===== src/rtl/receptor_moedas.sv =====
// receptor_moedas: coin-sensor front end that synchronises, debounces and
// validates pulse width before handing a single-cycle code to the vending top.
module receptor_moedas #(
    parameter int DEB_CYCLES = 16,
    parameter int MIN_PULSE  = 200,
    parameter int MAX_PULSE  = 4000,
    parameter int LOCKOUT    = 1000,
    parameter int CW         = 13
) (
    input  logic       clk,
    input  logic       reset,
    input  logic [2:0] sensor,
    output logic [1:0] moeda,
    output logic       moeda_valida,
    output logic       rejeitar,
    output logic       ocupado
);

    localparam int DW = $clog2(DEB_CYCLES + 1);

    typedef enum logic [2:0] {
        IDLE,
        MEDINDO,
        EMITIR,
        REJEITAR,
        BLOQUEIO
    } state_t;

    logic [2:0]         s1;
    logic [2:0]         s2;
    logic [2:0]         deb;
    logic [2:0][DW-1:0] dcnt;

    state_t        state;
    state_t        state_n;
    logic [2:0]    mask;
    logic [2:0]    mask_n;
    logic [CW-1:0] wcnt;
    logic [CW-1:0] wcnt_n;
    logic [CW-1:0] lcnt;
    logic [CW-1:0] lcnt_n;
    logic [1:0]    code;
    logic [1:0]    moeda_n;
    logic          valida_n;
    logic          rejeitar_n;
    logic          one_hot;
    logic          hit;
    logic          other;

    // Each level only flips after DEB_CYCLES consecutive disagreeing samples.
    always_ff @(posedge clk or negedge reset) begin
        if (!reset) begin
            s1   <= '0;
            s2   <= '0;
            deb  <= '0;
            dcnt <= '0;
        end else begin
            s1 <= sensor;
            s2 <= s1;
            for (int i = 0; i < 3; i++) begin
                if (s2[i] == deb[i]) begin
                    dcnt[i] <= '0;
                end else if (dcnt[i] == DW'(DEB_CYCLES - 1)) begin
                    deb[i]  <= ~deb[i];
                    dcnt[i] <= '0;
                end else begin
                    dcnt[i] <= dcnt[i] + DW'(1);
                end
            end
        end
    end

    assign one_hot = (deb != 3'b000) && ((deb & (deb - 3'd1)) == 3'b000);
    assign hit     = |(deb & mask);
    assign other   = |(deb & ~mask);
    assign ocupado = (state != IDLE);

    always_comb begin
        code = 2'b00;
        unique case (1'b1)
            mask[0]: code = 2'b01;
            mask[1]: code = 2'b10;
            mask[2]: code = 2'b11;
            default: code = 2'b00;
        endcase
    end

    always_ff @(posedge clk or negedge reset) begin
        if (!reset) begin
            state        <= IDLE;
            mask         <= '0;
            wcnt         <= '0;
            lcnt         <= '0;
            moeda        <= 2'b00;
            moeda_valida <= 1'b0;
            rejeitar     <= 1'b0;
        end else begin
            state        <= state_n;
            mask         <= mask_n;
            wcnt         <= wcnt_n;
            lcnt         <= lcnt_n;
            moeda        <= moeda_n;
            moeda_valida <= valida_n;
            rejeitar     <= rejeitar_n;
        end
    end

    always_comb begin
        state_n = state;
        mask_n  = mask;
        wcnt_n  = wcnt;
        lcnt_n  = lcnt;
        unique case (state)
            IDLE: begin
                if (one_hot) begin
                    state_n = MEDINDO;
                    mask_n  = deb;
                    wcnt_n  = CW'(1);
                end else if (deb != 3'b000) begin
                    state_n = REJEITAR;
                end
            end
            MEDINDO: begin
                if (other) begin
                    state_n = REJEITAR;
                end else if (hit && (wcnt == CW'(MAX_PULSE))) begin
                    state_n = REJEITAR;
                end else if (hit) begin
                    wcnt_n = wcnt + CW'(1);
                end else if (wcnt >= CW'(MIN_PULSE)) begin
                    state_n = EMITIR;
                end else begin
                    state_n = REJEITAR;
                end
            end
            EMITIR, REJEITAR: begin
                state_n = BLOQUEIO;
                lcnt_n  = '0;
            end
            BLOQUEIO: begin
                if (lcnt != CW'(LOCKOUT)) begin
                    lcnt_n = lcnt + CW'(1);
                end
                if ((lcnt == CW'(LOCKOUT)) && (deb == 3'b000)) begin
                    state_n = IDLE;
                end
            end
            default: state_n = IDLE;
        endcase
    end

    // Strobes are registered from the current state, so they land one cycle later.
    always_comb begin
        moeda_n    = 2'b00;
        valida_n   = 1'b0;
        rejeitar_n = 1'b0;
        unique case (state)
            EMITIR: begin
                moeda_n  = code;
                valida_n = 1'b1;
            end
            REJEITAR: rejeitar_n = 1'b1;
            default: ;
        endcase
    end

endmodule


===== config.mk =====
export PLATFORM = sky130hd
export DESIGN_NAME = receptor_moedas
export DESIGN_NICKNAME = d
export VERILOG_FILES = /design/src/rtl/receptor_moedas.sv
export SDC_FILE = /design/constraint.sdc
export NUM_CORES = 1
export LEC_CHECK = 0
export CORE_AREA = 2 2 94 96
export CTS_CLUSTER_SIZE = 24
export DETAILED_ROUTE_END_ITERATION = 6
export DIE_AREA = 0 0 96 98
export GPL_TIMING_DRIVEN = 0
export PLACE_DENSITY = 0.48
export SLEW_MARGIN = 10
export SYNTH_ARGS = -nofsm -noshare
export SYNTH_HDL_FRONTEND = slang
export SYNTH_SLANG_ARGS = --single-unit

===== constraint.sdc =====
create_clock -name clk -period 4.6 [get_ports clk]
set_input_delay 1.38 -clock clk [delete_from_list [all_inputs] [get_ports clk]]
set_output_delay 1.38 -clock clk [all_outputs]
set_load 0.02 [all_outputs]

==> results of run 1 <==
==> final timing paths <==
check / start / end / cells past startpoint
min reg2reg: s1[1]$_DFF_PN0_ / s2[1]$_DFF_PN0_ / 0
max: state[0]$_DFFE_PN0P_ / ocupado / 2
min in group asynchronous: reset / dcnt[5]$_DFF_PN0_ / 1
max reg2reg: state[0]$_DFFE_PN0P_ / lcnt[10]$_DFFE_PN0P_ / 4
max in group asynchronous: reset / wcnt[8]$_DFFE_PN0P_ / 1
min: s1[1]$_DFF_PN0_ / s2[1]$_DFF_PN0_ / 0
==> cells by family (layout without fill, tap and decap cells) <==
group,Yosys count,after routing,share of synthesized area (%)
AOI/OAI and AO/OA,42,42,9.87
buffers and inverters,22,47,3.00
DFF,60,60,52.2
xor gates and xnor gates,10,10,3.04
muxes,15,15,5.26
and+or+nand+nor,126,126,23.6
adders and majority gates,7,7,3.04
==> layout by cell type (no fill, tap or decap), drive strengths merged, types with 2 or more instances in the layout <==
cell,count
dfrtp,60
nand2,31
nor2,16
nand3,16
o21ai,14
mux2i,14
inv,14
clkbuf,14
nor4,13
xor2,9
nand2b,8
clkdlybuf4s50,8
a21oi,7
ha,7
and2,6
and3,6
nor3,6
a211o,5
o31ai,5
buf,5
o21a,4
and4,4
nand4,4
or4,3
clkinv,3
or3,2
nor4b,2
nor3b,2
or2,2
bufinv,2
==> where the power goes <==
part	switching (mW)	internal, mW
clock	0.226	0.307
combinational	0.0982	0.0594
sequential	0.0221	0.551
total	0.347	0.918
==> flip-flops by register name, indices dropped and copies added (netlist names) <==
name,cells
dcnt,15
lcnt,13
wcnt,13
deb,3
mask,3
s1,3
s2,3
state,3
moeda,2
moeda_valida,1
rejeitar,1
==> final cells by class <==
class                           instances  area, sq um
Buffer                                  9         37.5
Fill cell                             849         5140
Tap cell                              108          135
Sequential cell                        60         1500
Timing Repair Buffer                    9         87.6
Multi-Input combinational cell        200         1290
Inverter                               13         48.8
Clock buffer                            9          124
Clock inverter                          7         98.8
==> metrics by stage <==
step,setup WS [ns],std cells,instance area [sq um]
floorplan,2.35,282,2880
CTS,1.39,415,3320
global route,1.34,415,3320
global placement,0.107,399,3100
detailed placement,1.76,399,3100
finish,1.40,415,3320
==> routing by layer <==
metal / track usage (%) / routed length, um / vias up
met5: 0 / 0 / -
met4: 4.40 / 71 / 0
met3: 4.55 / 173 / 6
met2: 19.0 / 2510 / 27
met1: 19.1 / 2880 / 1020
li1: - / - / 1053
==> summary.md, run 1 <==
| Metric | Value |
|---|---|
| Sequential area share after synthesis | 52.2% |
| WL/cell | 13.6 um |
| CTS tree | yes |
| H-tree levels | 3 |
| Crit-path cells | or3_1 -> clkdlybuf4s50_1 |
| Worst skew pair latency | 0.34 ns |
| Max Slew Vio Count | 0 |
| Critical path type | reg -> out |
| CP delay by family, top | buffers and inverters |
| Die Y | 98 um |
| P&R area growth vs syn | 15.5% |
| Critical path fanouts, max | 7 |
| Top cell type's share of synthesized area | 52.2% |
| Worst Path Buf+Inv | 1 |
| IO Port Bufs | 9 |
| First-pass GRT wire length | 9880 um |
| Post-CTS Resized | 0 |
| Post-Syn Area | 0.00288 sq mm |
| Final core utilization | 39.3% |
| Ys async rst share | 100% |
| Hold Crit Class | reg -> reg |
| Post-Syn Instances | 282 |
| EDFF count, synth | 0 |
| Fin Setup TNS | 0 ns |
| Core Area | 0.00847 sq mm |
| Total die area | 0.00941 sq mm |
| Slew HR | 49.5% |
| Clock Tree Buf Depth | 2 |
| Min cycle time layout | 3.20 ns |
| Ports | 10 |
| Post-synthesis average cell area | 10.2 sq um |
| Final setup violation count | 0 |
| Share of layout cells above drive strength 1 | 8.47% |
| DR vias | 2106 |
| Yosys cell types | 42 |
| GRT overflow | 0 |
| Yosys reg bits | 60 |
| Slowest stage delay, CP | 0.57 ns |
| Synth top cells by count | dfrtp_1, nand2_1, nand3_1, nor2_1 |
| Worst Setup End Kind | primary output |
| GPL Wtd Cong | 0.784 |
| # diodes | 0 |
| DRT iter0 DRCs | 102 |
| Ys flop type | dfrtp_1 |
| Max Fclk | 313 MHz |
| Nets | 314 |
| Library cell with the highest instance count after synthesis | dfrtp_1 |
| Vias in the first global route | 2039 |
| Overall routed net length | 5640 um |
| Critical Path AT | 1.82 ns |
| All-layer global routing usage | 13.4% |
| Via-per-instance ratio | 5.07 |
| Maxcap violations | 0 |
| Post-DP HPWL | 3770 um |
| Period utilization | 69.5% |
| Power per Cell Area | 381 mW/mm^2 |
| Post-CTS Setup Inserts | 0 |
| CP max-delay cell | clkdlybuf4s50_1 |
| Worst-path clk slew | 0.07 ns |
| Top area cells in the synthesized netlist | dfrtp_1, mux2i_1, nand2_1, ha_1, nor4_1 |
| Area leader, netlist | dfrtp_1 |
| Antenna violations before repair | 0 |
| Largest net degree at the start of global routing | 61 |
| Die Width | 96 um |
| RSZ-0062 raised after global routing | false |
| Pwr Total | 1.26 mW |
| CTS Buf Count | 9 |
| Max IR drop VDD | 0.000135 V |
| Fin Hold WS | 0.351 ns |
| Root Driver | clkbuf_8 |
| Required time worst endpoint | 3.22 ns |
| Initial core utilization | 34.0% |
| Leak | 1.49 nW |
| Syn nets | 294 |
| Startpoint types | register |
| Synth Warn # | 0 |
| Least-Margin Pin Slew | 0.757 ns |
| Final ANT Viol Nets | 0 |
| Setup Skew | 0.0117 ns |
| Row count | 34 |
| Reg2reg setup slack | 2.53 ns |
| Status | finished, final reports clean |
| # hold bufs at CTS | 0 |
| Number of remaining DRC errors | 0 |
| First-pass detailed-route iteration total | 4 |
| # clock sinks | 60 |
| Final Hold Vio Count | 0 |
Power figures use the tool's default switching activity.
==> inputs of run 2 (changes only) <==
- PLACE_DENSITY: 0.48 -> 0.5
- clock period: 4.6 -> 2.9 ns (I/O delays scaled with it)
==> run 2 against run 1 <==
- first-iteration DRC count shrank 21%
- largest cell class unchanged
- sequential share of layout area grew 0.43 points
- sequential power is 59% higher
- global-route usage fell by 0.090 points
- cell count down 0.24%
- routed wire length decreased by 1.2%
- largest power group unchanged
==> summary.md, run 2 (synthesized netlist as in run 1, its figures left out) <==
| Metric | Value |
|---|---|
| Status | finished, final reports clean (unchanged) |
| Slew HR | 50.8% (was 49.5%) |
| First-pass GRT wire length | 9790 um (was 9880 um) |
| DR vias | 2102 (was 2106) |
| Clock power frac | 38.9% (was 42.2%) |
| Root Driver | clkbuf_8 (unchanged) |
| Least-Margin Pin Slew | 0.738 ns (was 0.757 ns) |
| Final core utilization | 38.9% (was 39.3%) |
| Leak | 1.47 nW (was 1.49 nW) |
| First-pass detailed-route iteration total | 4 (unchanged) |
| All-layer global routing usage | 13.3% (was 13.4%) |
| # clock sinks | 60 (unchanged) |
| CTS tree | yes (unchanged) |
| # diodes | 0 (unchanged) |
| WL/cell | 13.4 um (was 13.6 um) |
| Worst r2r path cells | 4 (unchanged) |
| Antenna violations before repair | 0 (unchanged) |
| DRT iter0 DRCs | 81 (was 102) |
| Nets | 314 (unchanged) |
| Vias in the first global route | 2033 (was 2039) |
| Required time worst endpoint | 2.03 ns (was 3.22 ns) |
| Biggest regs | dcnt x15, lcnt x13, wcnt x13 (unchanged) |
| Critical Path AT | 1.78 ns (was 1.82 ns) |
| Total die area | 0.00941 sq mm (unchanged) |
| Post-CTS Setup Inserts | 0 (unchanged) |
| Reg2Reg Launch Point | state[1]$_DFFE_PN0P_ (was state[0]$_DFFE_PN0P_) |
| GRT overflow | 0 (unchanged) |
| Startpoint types | register (unchanged) |
| Internal power | 1.38 mW (was 0.918 mW) |
| Setup Skew | 0.00508 ns (was 0.0117 ns) |
| CTS Buf Count | 9 (unchanged) |
| IO Port Bufs | 9 (unchanged) |
| Dpl cells | 399 (unchanged) |
| Worst Setup End Kind | primary output (unchanged) |
| Net load switching power | 0.514 mW (was 0.347 mW) |
| Critical R2R Capture | lcnt[10]$_DFFE_PN0P_ (unchanged) |
| Hold Crit Endpoint | s2[0]$_DFF_PN0_ (was s2[1]$_DFF_PN0_) |
| H-tree levels | 3 (unchanged) |
| Non-Filler Instances | 414 (was 415) |
| Hold Crit Class | reg -> reg (unchanged) |
| GPL Wtd Cong | 0.775 (was 0.784) |
| Critical path fanouts, max | 6 (was 7) |
| Power per Cell Area | 576 mW/mm^2 (was 381 mW/mm^2) |
| P&R area growth vs syn | 14.4% (was 15.5%) |
| Die Y | 98 um (unchanged) |
| Switching share of power | 27.1% (was 27.4%) |
| RSZ-0062 raised after global routing | false (unchanged) |
| Final Hold Vio Count | 0 (unchanged) |
| Logic pwr share | 13.1% (was 12.5%) |
| Max Slew Vio Count | 0 (unchanged) |
| Final setup violation count | 0 (unchanged) |
| Fillers | 861 (was 849) |
| Final ANT Viol Nets | 0 (unchanged) |
| HP Start | s1[0]$_DFF_PN0_ (was s1[1]$_DFF_PN0_) |
| Reg2reg setup slack | 0.83 ns (was 2.53 ns) |
| Row count | 34 (unchanged) |
| CP max-delay cell | clkdlybuf4s50_1 (unchanged) |
| Post-DP HPWL | 3790 um (was 3770 um) |
| Die Width | 96 um (unchanged) |
| Worst-path clk slew | 0.07 ns (about the same) |
| Ports | 10 (unchanged) |
| Min cycle time layout | 2.65 ns |
| Hold path depth | 0 (unchanged) |
| Initial core utilization | 34.0% (unchanged) |
| Slowest stage delay, CP | 0.57 ns (about the same) |
| Clock Tree Buf Depth | 2 (unchanged) |
| Sequential Power Share | 48.0% (was 45.3%) |
| Overall routed net length | 5570 um (was 5640 um) |
| Share of layout cells above drive strength 1 | 7.84% (was 8.47%) |
| Largest net degree at the start of global routing | 61 (unchanged) |
| Commonest non-fill, non-tap cell in the layout | dfrtp_1 (unchanged) |
| Max reg flops | 15 (unchanged) |
| Via-per-instance ratio | 5.08 (was 5.07) |
| Core Area | 0.00847 sq mm (unchanged) |
| Post-CTS Resized | 0 (unchanged) |
| Critical path type | reg -> out (unchanged) |
| Max Fclk | 377 MHz |
| Worst skew pair latency | 0.33 ns (was 0.34 ns) |
| Period utilization | 91.5% |
| # hold bufs at CTS | 0 (unchanged) |
| Max IR drop VDD | 0.000250 V (was 0.000135 V) |
| Largest Register | dcnt (unchanged) |
| Number of remaining DRC errors | 0 (unchanged) |
| Most frequent cells in the layout | dfrtp_1, nand2_1, nor2_1, nand3_1 (unchanged) |
| Maxcap violations | 0 (unchanged) |
| Crit-path cells | or3_1 -> clkdlybuf4s50_1 (unchanged) |
-- run 2: changes by cell type in the layout (fill, tap and decap cells not counted), sizes merged --
cell | previous run | this run
clkbuf | 14 | 16
clkinv | 3 | 1
bufinv | 2 | 1
clkinvlp | 1 | 2
inv | 14 | 13
-- run 2: area by class of cell --
type,instances,area [sq um],share of cell area (%)
flip-flops and latches,60,1500,45.6
plain buffers,9,37.5,1.14
multi-input cells,200,1290,39.2
clock inverters,4,50.0,1.52
repair buffers,9,87.6,2.66
clock buffers,11,141,4.29
well taps,108,135,4.10
inverters,13,48.8,1.48
-- run 2: critical path, delay by kind of cell, from the launching register on --
family | cells | cell delay (ns)
simple gates | 1 | 0.46
flops | 1 | 0.43
buf+inv | 1 | 0.57
-- run 2: worst max-delay path by stage --
stage	start	to	depth (start not counted)
6_report	state[1]$_DFFE_PN0P_	ocupado	2
5_1_grt	state[0]$_DFFE_PN0P_	ocupado	2
4_1_cts	state[0]$_DFFE_PN0P_	ocupado	2
3_5_place_dp	state[0]$_DFFE_PN0P_	ocupado	2
3_3_place_gp	reset	wcnt[3]$_DFFE_PN0P_	1
2_1_floorplan	wcnt[0]$_DFFE_PN0P_	wcnt[0]$_DFFE_PN0P_	6
-- run 2: power groups by stage --
stage / Sequential [mW] / Combinational (mW) / Clock (mW)
after floorplan: 0.918 / 0.165 / 0
after global placement: 0.924 / 0.255 / 0
after detailed placement: 0.925 / 0.253 / 0
after CTS: 0.910 / 0.255 / 0.768
after global routing: 0.918 / 0.285 / 0.814
final: 0.911 / 0.248 / 0.738
-- run 2: through the flow --
step           area (sq um)  worst slack [ns]  power [mW]  hold slack, ns  setup TNS, ns
2_1_floorplan          2880              1.14        1.08           0.331              0
3_5_place_dp           3100             0.590        1.18           0.335              0
6_report               3290             0.247        1.90           0.350              0
4_1_cts                3290             0.207        1.93           0.347              0
5_1_grt                3290             0.159        2.02           0.359              0
3_3_place_gp           3100             -1.08        1.18           0.335         -64.68
-- run 2: routing by layer --
layer,share of wire [%],global-route usage (%),routed length [um],up-vias
met1,51,18.2,2860,1016
met2,44,19.7,2470,29
met5,0,0,0,-
met4,0.77,3.63,43,0
li1,-,-,-,1053
met3,3.4,5.09,188,4
==> inputs of run 3 (changes only) <==
- ABC_AREA: unset -> 1
- CORE_AREA: 2 2 94 96 -> 2 2 99 101
- DIE_AREA: 0 0 96 98 -> 0 0 101 103
- PLACE_DENSITY: 0.5 -> 0.48
- clock period: 2.9 -> 3.3 ns (I/O delays scaled with it)
==> run 3 against run 2 <==
- cell count increased by 36%
- utilization is 0.39 points lower
- via count rose by 25%
- register-to-register slack better by 0.93 ns
- combinational power rose by 30%
- hold slack got worse by 0.0076 ns
- total power shrank 4.8%
- critical path type unchanged
- critical endpoint unchanged
- largest cell class unchanged
==> summary.md, run 3 <==
| Metric | Value |
|---|---|
| Hold Crit Class | reg -> reg (unchanged) |
| Fin Setup TNS | 0 ns (unchanged) |
| Min setup slack post-route | 0.705 ns (was 0.247 ns) |
| Critical path fanouts, max | 3 (was 6) |
| Reg2Reg Launch Point | wcnt[4]$_DFFE_PN0P_ (was state[1]$_DFFE_PN0P_) |
| Final ANT Viol Nets | 0 (unchanged) |
| Post-Synth Simple-Gate Area | 34.3% (was 23.6%) |
| Fin Hold WS | 0.343 ns (was 0.350 ns) |
| Total die area | 0.0104 sq mm (was 0.00941 sq mm) |
| # clock sinks | 60 (unchanged) |
| Root Driver | clkbuf_8 (unchanged) |
| Synth Area in Compound Gates | 4.02% (was 9.87%) |
| Largest net degree at the start of global routing | 61 (unchanged) |
| Power per Cell Area | 496 mW/mm^2 (was 576 mW/mm^2) |
| Period utilization | 78.6% |
| Status | finished, final reports clean (unchanged) |
| Post-CTS Setup Inserts | 0 (unchanged) |
| Post-Syn Area | 0.00321 sq mm (was 0.00288 sq mm) |
| Leak | 1.75 nW (was 1.47 nW) |
| Min cycle time layout | 2.59 ns |
| Row count | 36 (was 34) |
| HP Start | s1[2]$_DFF_PN0_ (was s1[0]$_DFF_PN0_) |
| Antenna violations before repair | 0 (unchanged) |
| Syn nets | 436 (was 294) |
| Crit-path cells | nor2_1 -> nand2_1 -> clkdlybuf4s50_1 (was or3_1 -> clkdlybuf4s50_1) |
| Slew HR | 48.9% (was 50.8%) |
| Top area cells in the synthesized netlist | dfrtp_1, nand2_1, nand3_1, nor2_1, inv_1 (was dfrtp_1, mux2i_1, nand2_1, ha_1, nor4_1) |
| Number of remaining DRC errors | 0 (unchanged) |
| CTS Buf Count | 9 (unchanged) |
| Share of layout cells above drive strength 1 | 8.46% (was 7.84%) |
| DRT iter0 DRCs | 107 (was 81) |
| Max IR drop VDD | 0.000276 V (was 0.000250 V) |
| Worst Setup End Kind | primary output (unchanged) |
| Overall routed net length | 6790 um (was 5570 um) |
| Critical path type | reg -> out (unchanged) |
| Largest family of logic cells by synthesized area | simple AND/OR/NAND/NOR gates (unchanged) |
| Mux share of post-synthesis cell area | 0.702% (was 5.26%) |
| Ys async rst share | 100% (unchanged) |
| IO Port Bufs | 9 (unchanged) |
| CTS tree | yes (unchanged) |
| Worst-path clk slew | 0.08 ns (was 0.07 ns) |
| WL/cell | 12.1 um (was 13.4 um) |
| DR vias | 2637 (was 2102) |
| Via-per-instance ratio | 4.68 (was 5.08) |
| Most frequent cells in the layout | nand2_1, dfrtp_1, nor2_1, inv_1, nand3_1 (was dfrtp_1, nand2_1, nor2_1, nand3_1) |
| Fillers | 999 (was 861) |
| Max Fclk | 385 MHz |
| CP startpoint | state[1]$_DFFE_PN0P_ (unchanged) |
| GRT overflow | 0 (unchanged) |
| Worst skew pair latency | 0.34 ns (was 0.33 ns) |
| Ys flop type | dfrtp_1 (unchanged) |
| CP max-delay cell | clkdlybuf4s50_1 (unchanged) |
| Clock Tree Buf Depth | 2 (unchanged) |
| Least-Margin Pin Slew | 0.767 ns (was 0.738 ns) |
| Core Area | 0.00946 sq mm (was 0.00847 sq mm) |
| Sequential area share after synthesis | 46.8% (was 52.2%) |
| Max Slew Vio Count | 0 (unchanged) |
| Startpoint types | register (unchanged) |
| # diodes | 0 (unchanged) |
| Synth Warn # | 0 (unchanged) |
| All-layer global routing usage | 14.8% (was 13.3%) |
| EDFF count, synth | 0 (unchanged) |
| Area leader, netlist | dfrtp_1 (unchanged) |
| First-pass detailed-route iteration total | 4 (unchanged) |
| Maxcap violations | 0 (unchanged) |
| Library cell with the highest instance count after synthesis | nand2_1 (was dfrtp_1) |
| Final Hold Vio Count | 0 (unchanged) |
| Post-synthesis average cell area | 7.57 sq um (was 10.2 sq um) |
| First-pass GRT wire length | 12100 um (was 9790 um) |
| P&R area growth vs syn | 13.5% (was 14.4%) |
| Top cell type's share of synthesized area | 46.8% (was 52.2%) |
| Required time worst endpoint | 2.31 ns (was 2.03 ns) |
| Setup Skew | 0.0137 ns (was 0.00508 ns) |
| Biggest regs | dcnt x15, lcnt x13, wcnt x13 (unchanged) |
| Die Y | 103 um (was 98 um) |
| Post-Syn Instances | 424 (was 282) |
| Die Width | 101 um (was 96 um) |
| Commonest non-fill, non-tap cell in the layout | nand2_1 (was dfrtp_1) |
| Synth Area in Adders | 2.73% (was 3.04%) |
| Largest Register | dcnt (unchanged) |
| GPL Wtd Cong | 0.817 (was 0.775) |
| H-tree levels | 3 (unchanged) |
| Place WS | 1.06 ns (was 0.590 ns) |
| Max reg flops | 15 (unchanged) |
| # hold bufs at CTS | 0 (unchanged) |
| RSZ-0062 raised after global routing | false (unchanged) |
| Post-Synth XOR/XNOR Area | 3.28% (was 3.04%) |
| Yosys cell types | 25 (was 42) |
| Nets | 456 (was 314) |
| Post-DP HPWL | 4740 um (was 3790 um) |
| Synth top cells by count | nand2_1, dfrtp_1, nor2_1 (was dfrtp_1, nand2_1, nand3_1, nor2_1) |
| Yosys reg bits | 60 (unchanged) |
| Critical Path AT | 1.60 ns (was 1.78 ns) |
| Vias in the first global route | 2582 (was 2033) |
| Final core utilization | 38.5% (was 38.9%) |
| Post-CTS Resized | 0 (unchanged) |
| Slowest stage delay, CP | 0.56 ns (was 0.57 ns) |
| Ports | 10 (unchanged) |
| Initial core utilization | 33.9% (was 34.0%) |
| Final setup violation count | 0 (unchanged) |
[run 3: changes by cell type after synthesis, moves of 5 or more]
cell	previous run	this run
nand2b_1	8	0
xnor2_1	1	7
nand4_1	4	11
nand3_1	16	45
inv_1	13	50
nor2_1	16	54
nor4_1	13	0
and2_1	6	0
nand2_1	31	124
mux2i_1	14	0
a211o_1	5	0
o31ai_1	5	0
[run 3: per-layer routing]
layer  vias up  GRT usage (%)  wire length [um]
met1      1227           18.2              3320
met5         -              0                 0
met2        25           25.6              3210
met4         0           5.61                71
met3         6           3.25               181
li1       1379              -                 -
[run 3: worst paths after layout]
check / to / slack (ns) / cells after the start
min in group asynchronous: dcnt[13]$_DFF_PN0_ / 0.73 / 1
worst min register to register: s2[2]$_DFF_PN0_ / 0.34 / 0
worst min-delay path: s2[2]$_DFF_PN0_ / 0.34 / 0
worst max-delay path: ocupado / 0.71 / 3
max in group asynchronous: lcnt[6]$_DFFE_PN0P_ / 2.06 / 1
worst max register to register: wcnt[4]$_DFFE_PN0P_ / 1.76 / 11
[run 3: critical path: cells and delay by family (launching register included)]
kind	cells	cell delay [ns]
simple gates	2	0.31
flops	1	0.41
buf+inv	1	0.56
[run 3: where the power goes]
group	internal [mW]	switching, mW	total, mW
clock network	0.372	0.301	0.673
registers	0.780	0.0308	0.811
logic	0.105	0.218	0.323
[run 3: cells by family (layout without fill, tap and decap cells)]
kind of cell,count (synthesis),in the layout
AND/OR/NAND/NOR,257,257
multiplexers,2,2
flip-flops,60,60
XOR/XNOR,12,12
buffers and inverters,61,86
AO/OA/AOI/OAI,25,25
adder cells (fa/ha/maj),7,7
[run 3: cell type report]
| cell class | count | area [sq um] | area share [%] |
|---|---|---|---|
| Sequential cell | 60 | 1500 | 41.2 |
| Multi-Input combinational cell | 303 | 1450 | 39.7 |
| Inverter | 52 | 195 | 5.36 |
| Tap cell | 114 | 143 | 3.92 |
| Clock buffer | 11 | 141 | 3.88 |
| Timing Repair Buffer | 9 | 87.6 | 2.41 |
| Buffer | 9 | 66.3 | 1.82 |
| Clock inverter | 5 | 61.3 | 1.68 |
[run 3: per-stage QoR]
step | area (sq um) | std cells | power, mW
2_1_floorplan | 3210 | 424 | 1.04
3_3_place_gp | 3440 | 547 | 1.15
3_5_place_dp | 3440 | 547 | 1.16
4_1_cts | 3640 | 563 | 1.85
5_1_grt | 3640 | 563 | 1.94
6_report | 3640 | 563 | 1.81
